<file path="src/rtl/ssd_scan_ctrl_pkg.sv">
// Shared encodings for the seven-segment scan controller: game states and
// active-low glyphs, bit order {g,f,e,d,c,b,a}.
package ssd_scan_ctrl_pkg;

   typedef enum logic [1:0] {
      ST_IDLE = 2'b00,
      ST_GO   = 2'b01,
      ST_HOLD = 2'b10,
      ST_END  = 2'b11
   } game_st_t;

   localparam logic [6:0] G_I  = 7'h4F;
   localparam logic [6:0] G_d  = 7'h21;
   localparam logic [6:0] G_L  = 7'h47;
   localparam logic [6:0] G_E  = 7'h06;
   localparam logic [6:0] G_G  = 7'h42;
   localparam logic [6:0] G_o  = 7'h23;
   localparam logic [6:0] G_H  = 7'h09;
   localparam logic [6:0] G_n  = 7'h2B;
   localparam logic [6:0] G_SP = 7'h7F;

endpackage

</file>
<file path="src/rtl/ssd_scan_ctrl_if.sv">
// Game-side bundle of the scan controller: state/blank in, display pins out.
interface ssd_scan_ctrl_if;
   logic [1:0] state;
   logic       blank;
   logic [6:0] seg;
   logic       dp;
   logic [3:0] an;
   logic       frame_done;

   modport master (output state, blank, input seg, dp, an, frame_done);
   modport slave  (input state, blank, output seg, dp, an, frame_done);
endinterface

</file>
<file path="src/rtl/ssd_scan_ctrl_glyph_lut.sv">
// Message table: {state, digit} -> active-low segment pattern, digit 0 leftmost.
module ssd_scan_ctrl_glyph_lut
   import ssd_scan_ctrl_pkg::*;
(
   input  game_st_t   i_state,
   input  logic [1:0] i_dig,
   output logic [6:0] o_seg
);

   always_comb begin
      o_seg = G_SP;
      case (i_state)
         ST_IDLE: begin
            case (i_dig)
               2'd0:    o_seg = G_I;
               2'd1:    o_seg = G_d;
               2'd2:    o_seg = G_L;
               default: o_seg = G_E;
            endcase
         end
         ST_GO: begin
            case (i_dig)
               2'd0:    o_seg = G_G;
               2'd1:    o_seg = G_o;
               default: o_seg = G_SP;
            endcase
         end
         ST_HOLD: begin
            case (i_dig)
               2'd0:    o_seg = G_H;
               2'd1:    o_seg = G_o;
               2'd2:    o_seg = G_L;
               default: o_seg = G_d;
            endcase
         end
         default: begin
            case (i_dig)
               2'd0:    o_seg = G_E;
               2'd1:    o_seg = G_n;
               2'd2:    o_seg = G_d;
               default: o_seg = G_SP;
            endcase
         end
      endcase
   end

endmodule

</file>
<file path="src/rtl/ssd_scan_ctrl.sv">
// Four-digit seven-segment scanner: prescaled digit rotation, per-frame state
// latch, blinking END message and registered anode/segment drive.
module ssd_scan_ctrl
   import ssd_scan_ctrl_pkg::*;
#(
   parameter int REFRESH_DIV  = 100000,
   parameter int GUARD_CYCLES = 16,
   parameter int BLINK_FRAMES = 125
) (
   input  logic           clk,
   input  logic           rst_n,
   ssd_scan_ctrl_if.slave io_bus
);

   localparam int DIV_W = (REFRESH_DIV > 1) ? $clog2(REFRESH_DIV) : 1;
   localparam int BLK_W = (BLINK_FRAMES > 1) ? $clog2(BLINK_FRAMES) : 1;

   localparam logic [DIV_W-1:0] DIV_LAST  = DIV_W'(REFRESH_DIV - 1);
   localparam logic [DIV_W-1:0] GUARD_END = DIV_W'(GUARD_CYCLES);
   localparam logic [BLK_W-1:0] BLK_LAST  = BLK_W'(BLINK_FRAMES - 1);

   logic [DIV_W-1:0] r_div_cnt;
   logic [1:0]       r_dig_idx;
   game_st_t         r_cur_state;
   logic [BLK_W-1:0] r_blink_cnt;
   logic             r_blink_on;
   logic [3:0]       r_an;
   logic [6:0]       r_seg;

   logic             w_slot_end;
   logic             w_frame_end;
   logic             w_dark;
   logic [3:0]       w_an_sel;
   logic [6:0]       w_glyph;
   game_st_t         w_state_in;

   assign w_slot_end  = (r_div_cnt == DIV_LAST);
   assign w_frame_end = w_slot_end && (r_dig_idx == 2'd3);
   assign w_state_in  = game_st_t'(io_bus.state);

   always_ff @(posedge clk or negedge rst_n) begin
      if (!rst_n) begin
         r_div_cnt <= '0;
         r_dig_idx <= '0;
      end else if (w_slot_end) begin
         r_div_cnt <= '0;
         r_dig_idx <= r_dig_idx + 2'd1;
      end else begin
         r_div_cnt <= r_div_cnt + DIV_W'(1);
      end
   end

   // State is only taken at frame boundaries so a message never mixes two states.
   always_ff @(posedge clk or negedge rst_n) begin
      if (!rst_n) begin
         r_cur_state <= ST_IDLE;
         r_blink_cnt <= '0;
         r_blink_on  <= 1'b1;
      end else if (w_frame_end) begin
         r_cur_state <= w_state_in;
         if (w_state_in != r_cur_state) begin
            r_blink_cnt <= '0;
            r_blink_on  <= 1'b1;
         end else if (r_blink_cnt == BLK_LAST) begin
            r_blink_cnt <= '0;
            r_blink_on  <= ~r_blink_on;
         end else begin
            r_blink_cnt <= r_blink_cnt + BLK_W'(1);
         end
      end
   end

   ssd_scan_ctrl_glyph_lut u_glyph (
      .i_state (r_cur_state),
      .i_dig   (r_dig_idx),
      .o_seg   (w_glyph)
   );

   // Guard window at each slot start keeps the previous digit's pattern from ghosting.
   assign w_dark   = io_bus.blank
                  || (r_div_cnt < GUARD_END)
                  || ((r_cur_state == ST_END) && !r_blink_on);
   assign w_an_sel = ~(4'b1000 >> r_dig_idx);

   always_ff @(posedge clk or negedge rst_n) begin
      if (!rst_n) begin
         r_an  <= 4'b1111;
         r_seg <= G_SP;
      end else if (w_dark) begin
         r_an  <= 4'b1111;
         r_seg <= G_SP;
      end else begin
         r_an  <= w_an_sel;
         r_seg <= w_glyph;
      end
   end

   assign io_bus.an         = r_an;
   assign io_bus.seg        = r_seg;
   assign io_bus.dp         = 1'b1;
   assign io_bus.frame_done = w_frame_end;

endmodule

</file>
<file path="src/flat_wrapper.sv">
// flat-port wrapper written by rule: the top's interface ports become plain ports
module ssd_scan_ctrl_flat import ssd_scan_ctrl_pkg::*;
#(
   parameter int REFRESH_DIV  = 100000,
   parameter int GUARD_CYCLES = 16,
   parameter int BLINK_FRAMES = 125
)
  (clk, rst_n, io_bus_state, io_bus_blank, io_bus_seg, io_bus_dp, io_bus_an, io_bus_frame_done);
  ssd_scan_ctrl_if io_bus_i ();
  input  logic clk;
  input  logic rst_n;
  input wire logic [$bits(io_bus_i.state)-1:0] io_bus_state;
  input wire logic [$bits(io_bus_i.blank)-1:0] io_bus_blank;
  output wire logic [$bits(io_bus_i.seg)-1:0] io_bus_seg;
  output wire logic [$bits(io_bus_i.dp)-1:0] io_bus_dp;
  output wire logic [$bits(io_bus_i.an)-1:0] io_bus_an;
  output wire logic [$bits(io_bus_i.frame_done)-1:0] io_bus_frame_done;
  assign io_bus_i.state = io_bus_state;
  assign io_bus_i.blank = io_bus_blank;
  assign io_bus_seg = io_bus_i.seg;
  assign io_bus_dp = io_bus_i.dp;
  assign io_bus_an = io_bus_i.an;
  assign io_bus_frame_done = io_bus_i.frame_done;
  ssd_scan_ctrl #(.REFRESH_DIV(REFRESH_DIV), .GUARD_CYCLES(GUARD_CYCLES), .BLINK_FRAMES(BLINK_FRAMES)) u_core (.clk(clk), .rst_n(rst_n), .io_bus(io_bus_i));
endmodule
</file>
<file path="config.mk">
export PLATFORM = sky130hd
export DESIGN_NAME = ssd_scan_ctrl_flat
export DESIGN_NICKNAME = d
export VERILOG_FILES = /design/src/rtl/ssd_scan_ctrl_pkg.sv /design/src/rtl/ssd_scan_ctrl_if.sv /design/src/rtl/ssd_scan_ctrl_glyph_lut.sv /design/src/rtl/ssd_scan_ctrl.sv /design/src/flat_wrapper.sv
export SDC_FILE = /design/constraint.sdc
export NUM_CORES = 1
export LEC_CHECK = 0
export ABC_CLOCK_PERIOD_IN_PS = 2500
export BUFFER_PORTS_ARGS = -buffer_cell sky130_fd_sc_hd__buf_2
export CORE_UTILIZATION = 55
export CTS_CLUSTER_DIAMETER = 80
export CTS_CLUSTER_SIZE = 20
export DETAILED_ROUTE_END_ITERATION = 6
export PLACE_DENSITY = 0.74
export SKIP_CTS_REPAIR_TIMING = 1
export SLEW_MARGIN = 30
export SYNTH_ARGS = -nofsm -noshare
export SYNTH_HDL_FRONTEND = slang
export SYNTH_SLANG_ARGS = --single-unit
</file>
<file path="constraint.sdc">
create_clock -name clk -period 2.5 [get_ports clk]
set_input_delay 0.5 -clock clk [delete_from_list [all_inputs] [get_ports clk]]
set_output_delay 0.5 -clock clk [all_outputs]
set_load 0.03 [all_outputs]
</file>
Word level (Yosys, flattened, before mapping)
Cells that the tools add are included.
Widths: inputs -> output; s select.
{ "word_totals": {"output_inout_bits": 13, "word_cells": 44, "inputBits": 5, "regBits": 40} }
{ "classes": {"magnitude_cmp": 1, "eq_ne": 9, "bitwise_logic": 2, "n_shift": 1, "mux": 12, "reduce_logical": 9, "add_sub_neg": 3} }
{ "op_table": {"columns": ["operator", "n"], "rows": [
  ["$pmux 7 s3", 4],
  ["$mux 7", 3],
  ["$add 17x1->17 const B", 1],
  ["$eq 17x17->1 const B", 1],
  ["$lt 17x5->1 const B", 1],
  ["$mux 17", 1],
  ["$pmux 7 s2", 1],
  ["$eq 2x2->1 const B", 4],
  ["$add 7x1->7 const B", 1],
  ["$eq 7x7->1 const B", 1],
  ["$eq 2x1->1 const B", 2],
  ["$logic_not 2->1", 2],
  ["$mux 4", 1],
  ["$not 4->4", 1],
  ["$shr 4x2->4 const A", 1],
  ["$add 2x1->2 const B", 1],
  ["$logic_and 1x1->1", 2],
  ["$logic_or 1x1->1", 2],
  ["$mux 1", 2],
  ["$ne 2x2->1", 1],
  ["$reduce_and 2->1", 1],
  ["$reduce_bool 2->1", 1],
  ["$logic_not 1->1", 1],
  ["$not 1->1", 1]
]} }

Depth between registers and ports, before layout
{ "logic_depth": {"word_depth": 4, "mapped_depth": 7, "ltp_nobuf": 6} }

Modules after synthesis
From an unflattened synthesis, not the netlist that was laid out.
{ "hier_totals": {"hier_cells": 228, "area_unflattened_um2": 2228.4} }
{ "by_module_without_submodules": {"columns": ["module", "seq_area_each_um2", "area_each_um2", "instances", "cells_per_inst"], "rows": [
  ["ssd_scan_ctrl", 1016.0, 1985.7, 1, 189],
  ["ssd_scan_ctrl_glyph_lut", 0.0, 242.7, 1, 39]
]} }

Least setup slack after synthesis
No wires, ideal clock.
{ "synth_timing": {"kind": "reg-to-output", "from": "reg u_core.r_div_cnt[11]", "to": "out io_bus_frame_done", "required_time_ns": 2.000, "slack_ns": -0.047, "stages_incl_launch_ff": 4, "n_path_buf": 0, "arrival_time_ns": 2.047, "path_cell_list": "dfrtp_1 > or4_4 > or4_4 > nor3_1"} }
{ "synth_between": {"elab_chain_len": 2} }
{ "synth_rtl": {"columns": ["item", "line_no", "rtl"], "rows": [
  ["start, declared", "ssd_scan_ctrl.sv:22", "logic [DIV_W-1:0] r_div_cnt;"],
  ["start signal, assigned", "ssd_scan_ctrl.sv:49", "r_div_cnt <= r_div_cnt + DIV_W'(1);"],
  ["$eq 17x17->1", "ssd_scan_ctrl.sv:37", "assign w_slot_end = (r_div_cnt == DIV_LAST);"],
  ["$logic_and 1x1->1", "ssd_scan_ctrl.sv:38", "assign w_frame_end = w_slot_end && (r_dig_idx == 2'd3);"],
  ["end, declared", "flat_wrapper.sv:17", "output wire logic [$bits(io_bus_i.frame_done)-1:0] io_bus_frame_done;"]
]} }
No other way between the ends.

Worst setup path in the final report
Ends and elaborated chain as after synthesis.

==> results.toml <==
[placed_design]
dp_hpwl_um = 2730
globalplace.congestion = 0.833
dp_slack_ps = 274
port_buffers = 16
placed_cells = 268

[cells_and_area]
seq_area_um2 = 1020
final_cells = 276
fin_nets = 242
antennaDiodeCount = 0
syn2layout_area_growth_pct = 12.0
drive_above_1_share_pct = 21.5
fillerInstances = 302
multi_input_area_um2 = 1000

[grt]
grt_max_degree = 41
antenna_found_initial = 0
track_usage_pct = 22.0
grt_pass1_vias = 1509
grt_overflow_total = 0
grt_pass1_wl_um = 6840

[floorplanning]
core_um2 = 3660
die_h_um = 63.8
rows = 22
start_util_pct = 57.3
ios = 18
chipWidth_um = 63.8
die_area_um2 = 4070

[timing]
post-route-period-util_pct = 101
setup_slack_ps = -14.7
rsz0062_at_grt = "true"
slew_headroom_pct = 59.4
worst_pin_slew_ps = 608
setup_viol = 1
whs_ps = 158
fmax_mhz = 398
drv_slew = 0
finalClockSkew_ps = 8.40
period_minus_slack_ps = 2510
hold_violations = 0

[run_status]
status = "finished with violations"
violations = "negative setup slack"

[detailed_routing]
dr.pass1.iters = 4
drc = 0
vias_per_cell = 5.60
routedWlPerCell_um = 13.8
routed_wl_um = 3820
vias = 1546
drt-initial-drc-count = 159
ant_nets = 0

[job]
max-cap-violations = 0

[worst_setup_path]
worstSetupPathType = "reg2out"
critical_path.max_fanout = 3
start_kind = "flip-flop"
cp_data_required_time_ps = 2000
end_kind = "primary output"
arrival_ps = 2010

[pwr]
max-vdd-ir-drop_mv = 0.287
power.total_w = 0.00132
power.leakage_nw = 1.01
powerDensity_nw_per_um2 = 562

[clock_network]
cts_buffer_depth = 2
cts.sinks = 40
clock_latency_ps = 300
cts_buffers = 5
clkTransAtPathRegs_ps = 80
cts_max_level = 2
cts_tree = "yes"
root_buffer = "clkbuf_8"

[yosys]
synth_cell_types = 46
syn_nets = 225
synth_edf_count = 0
ys.flop_type = "dfrtp_1"
async_flop_share_pct = 100
ys_ff_latch = 40
synthCells = 210
yosys.area.top_type = "dfrtp_1"
ys_warn_count = 0
syn_area_per_cell_um2 = 9.99
synth.most_common_cell = "dfrtp_1"
synth_common_cells = "dfrtp_1 (28), nand2_1 (19), nand3_1 (17), o21ai_0 (17)"
yosysTopAreaCellShare_pct = 33.4
synth.area.top_cells = "dfrtp_1 (33%), dfstp_2 (15%), ha_1 (6.0%)"
yosysSeqAreaShare_pct = 48.4
syn_area_um2 = 2100

[hold_path]
hold_class = "in2async"
cell usage in the layout, fill, tap and decap left out, drive strengths merged, types with 2 or more instances in the layout:
master and n:
o21ai 18, or3 2, xor2 7, o211ai 2
dfstp 12, mux2 2, nand3 17, mux2i 2
buf 19, and4 4, nand2 19, and3 5
a211oi 4, nor2 12, xnor2 8, or4 4
nand4 4, a21oi 6, nor3 6, inv 10
dfrtp 28, ha 10, o31ai 2, clkbuf 7
metal layers:
| metal | vias up | wire length (µm) | track usage, % |
|---|---|---|---|
| met2 | 26 | 1850 | 35.9 |
| met3 | 7 | 103 | 3.75 |
| met4 | 0 | 74 | 10.2 |
| li1 | 770 | - | - |
| met5 | - | 0 | 0 |
| met1 | 743 | 1790 | 28.3 |
path summary, 6_finish.rpt:
kind / from / end / slack (ps) / depth (start not counted)
min in group clk: io_bus_state[1] / u_core.r_cur_state[1] / 460 / 2
min: rst_n / u_core.r_div_cnt[9] / 160 / 1
max reg2reg: u_core.r_div_cnt[11] / u_core.io_bus.seg[6] / 310 / 4
min reg2reg: u_core.r_div_cnt[0] / u_core.r_div_cnt[0] / 490 / 1
max: u_core.r_div_cnt[11] / io_bus_frame_done / -10 / 4
max in group asynchronous: rst_n / u_core.io_bus.an[0] / 1990 / 1
kinds of logic (layout without fill, tap and decap cells):
group / Yosys count / count (layout) / share of synthesized area [%]
AO/OA/AOI/OAI: 37 / 37 / 10.8
multiplexers: 5 / 5 / 3.10
adder cells (fa/ha/maj): 10 / 10 / 5.96
AND/OR/NAND/NOR: 82 / 82 / 21.1
buffers and inverters: 20 / 38 / 4.17
flip-flops: 40 / 40 / 48.4
XOR/XNOR: 15 / 15 / 6.26
other: 1 / 1 / 0.179
critical path, cell delays in order, from the launching register on:
cell	delay, ps
dfrtp_1	400
or4_4	540
or4_4	450
nor3_2	160
buf_4	170
through the flow:
stage	cell area (µm²)	utilization [%]	TNS, ps
6_report	2350	64.2	-14.7
5_1_grt	2350	64.2	-102
2_1_floorplan	2100	-	0
3_5_place_dp	2220	60.6	0
3_3_place_gp	2220	60.6	0
4_1_cts	2350	64.1	-54.2
registers in the layout, indices dropped and copies added, names as in the netlist:
register            cells
u_core.r_div_cnt       17
u_core.io_bus.seg       7
u_core.r_blink_cnt      7
u_core.io_bus.an        4
u_core.r_cur_state      2
u_core.r_dig_idx        2
u_core.r_blink_on       1
report_power, final:
group / internal, W / switching, W
Combinational: 0.0000225 / 0.0000522
Clock: 0.000352 / 0.000223
Sequential: 0.000663 / 0.00000882
cell type report:
type | count | area share [%]
Inverter | 11 | 1.76
Timing Repair Buffer | 19 | 4.58
Tap cell | 48 | 2.55
Sequential cell | 40 | 43.2
Clock inverter | 1 | 1.28
Clock buffer | 7 | 4.10
Multi-Input combinational cell | 150 | 42.5
Power figures use the tool's default switching activity.
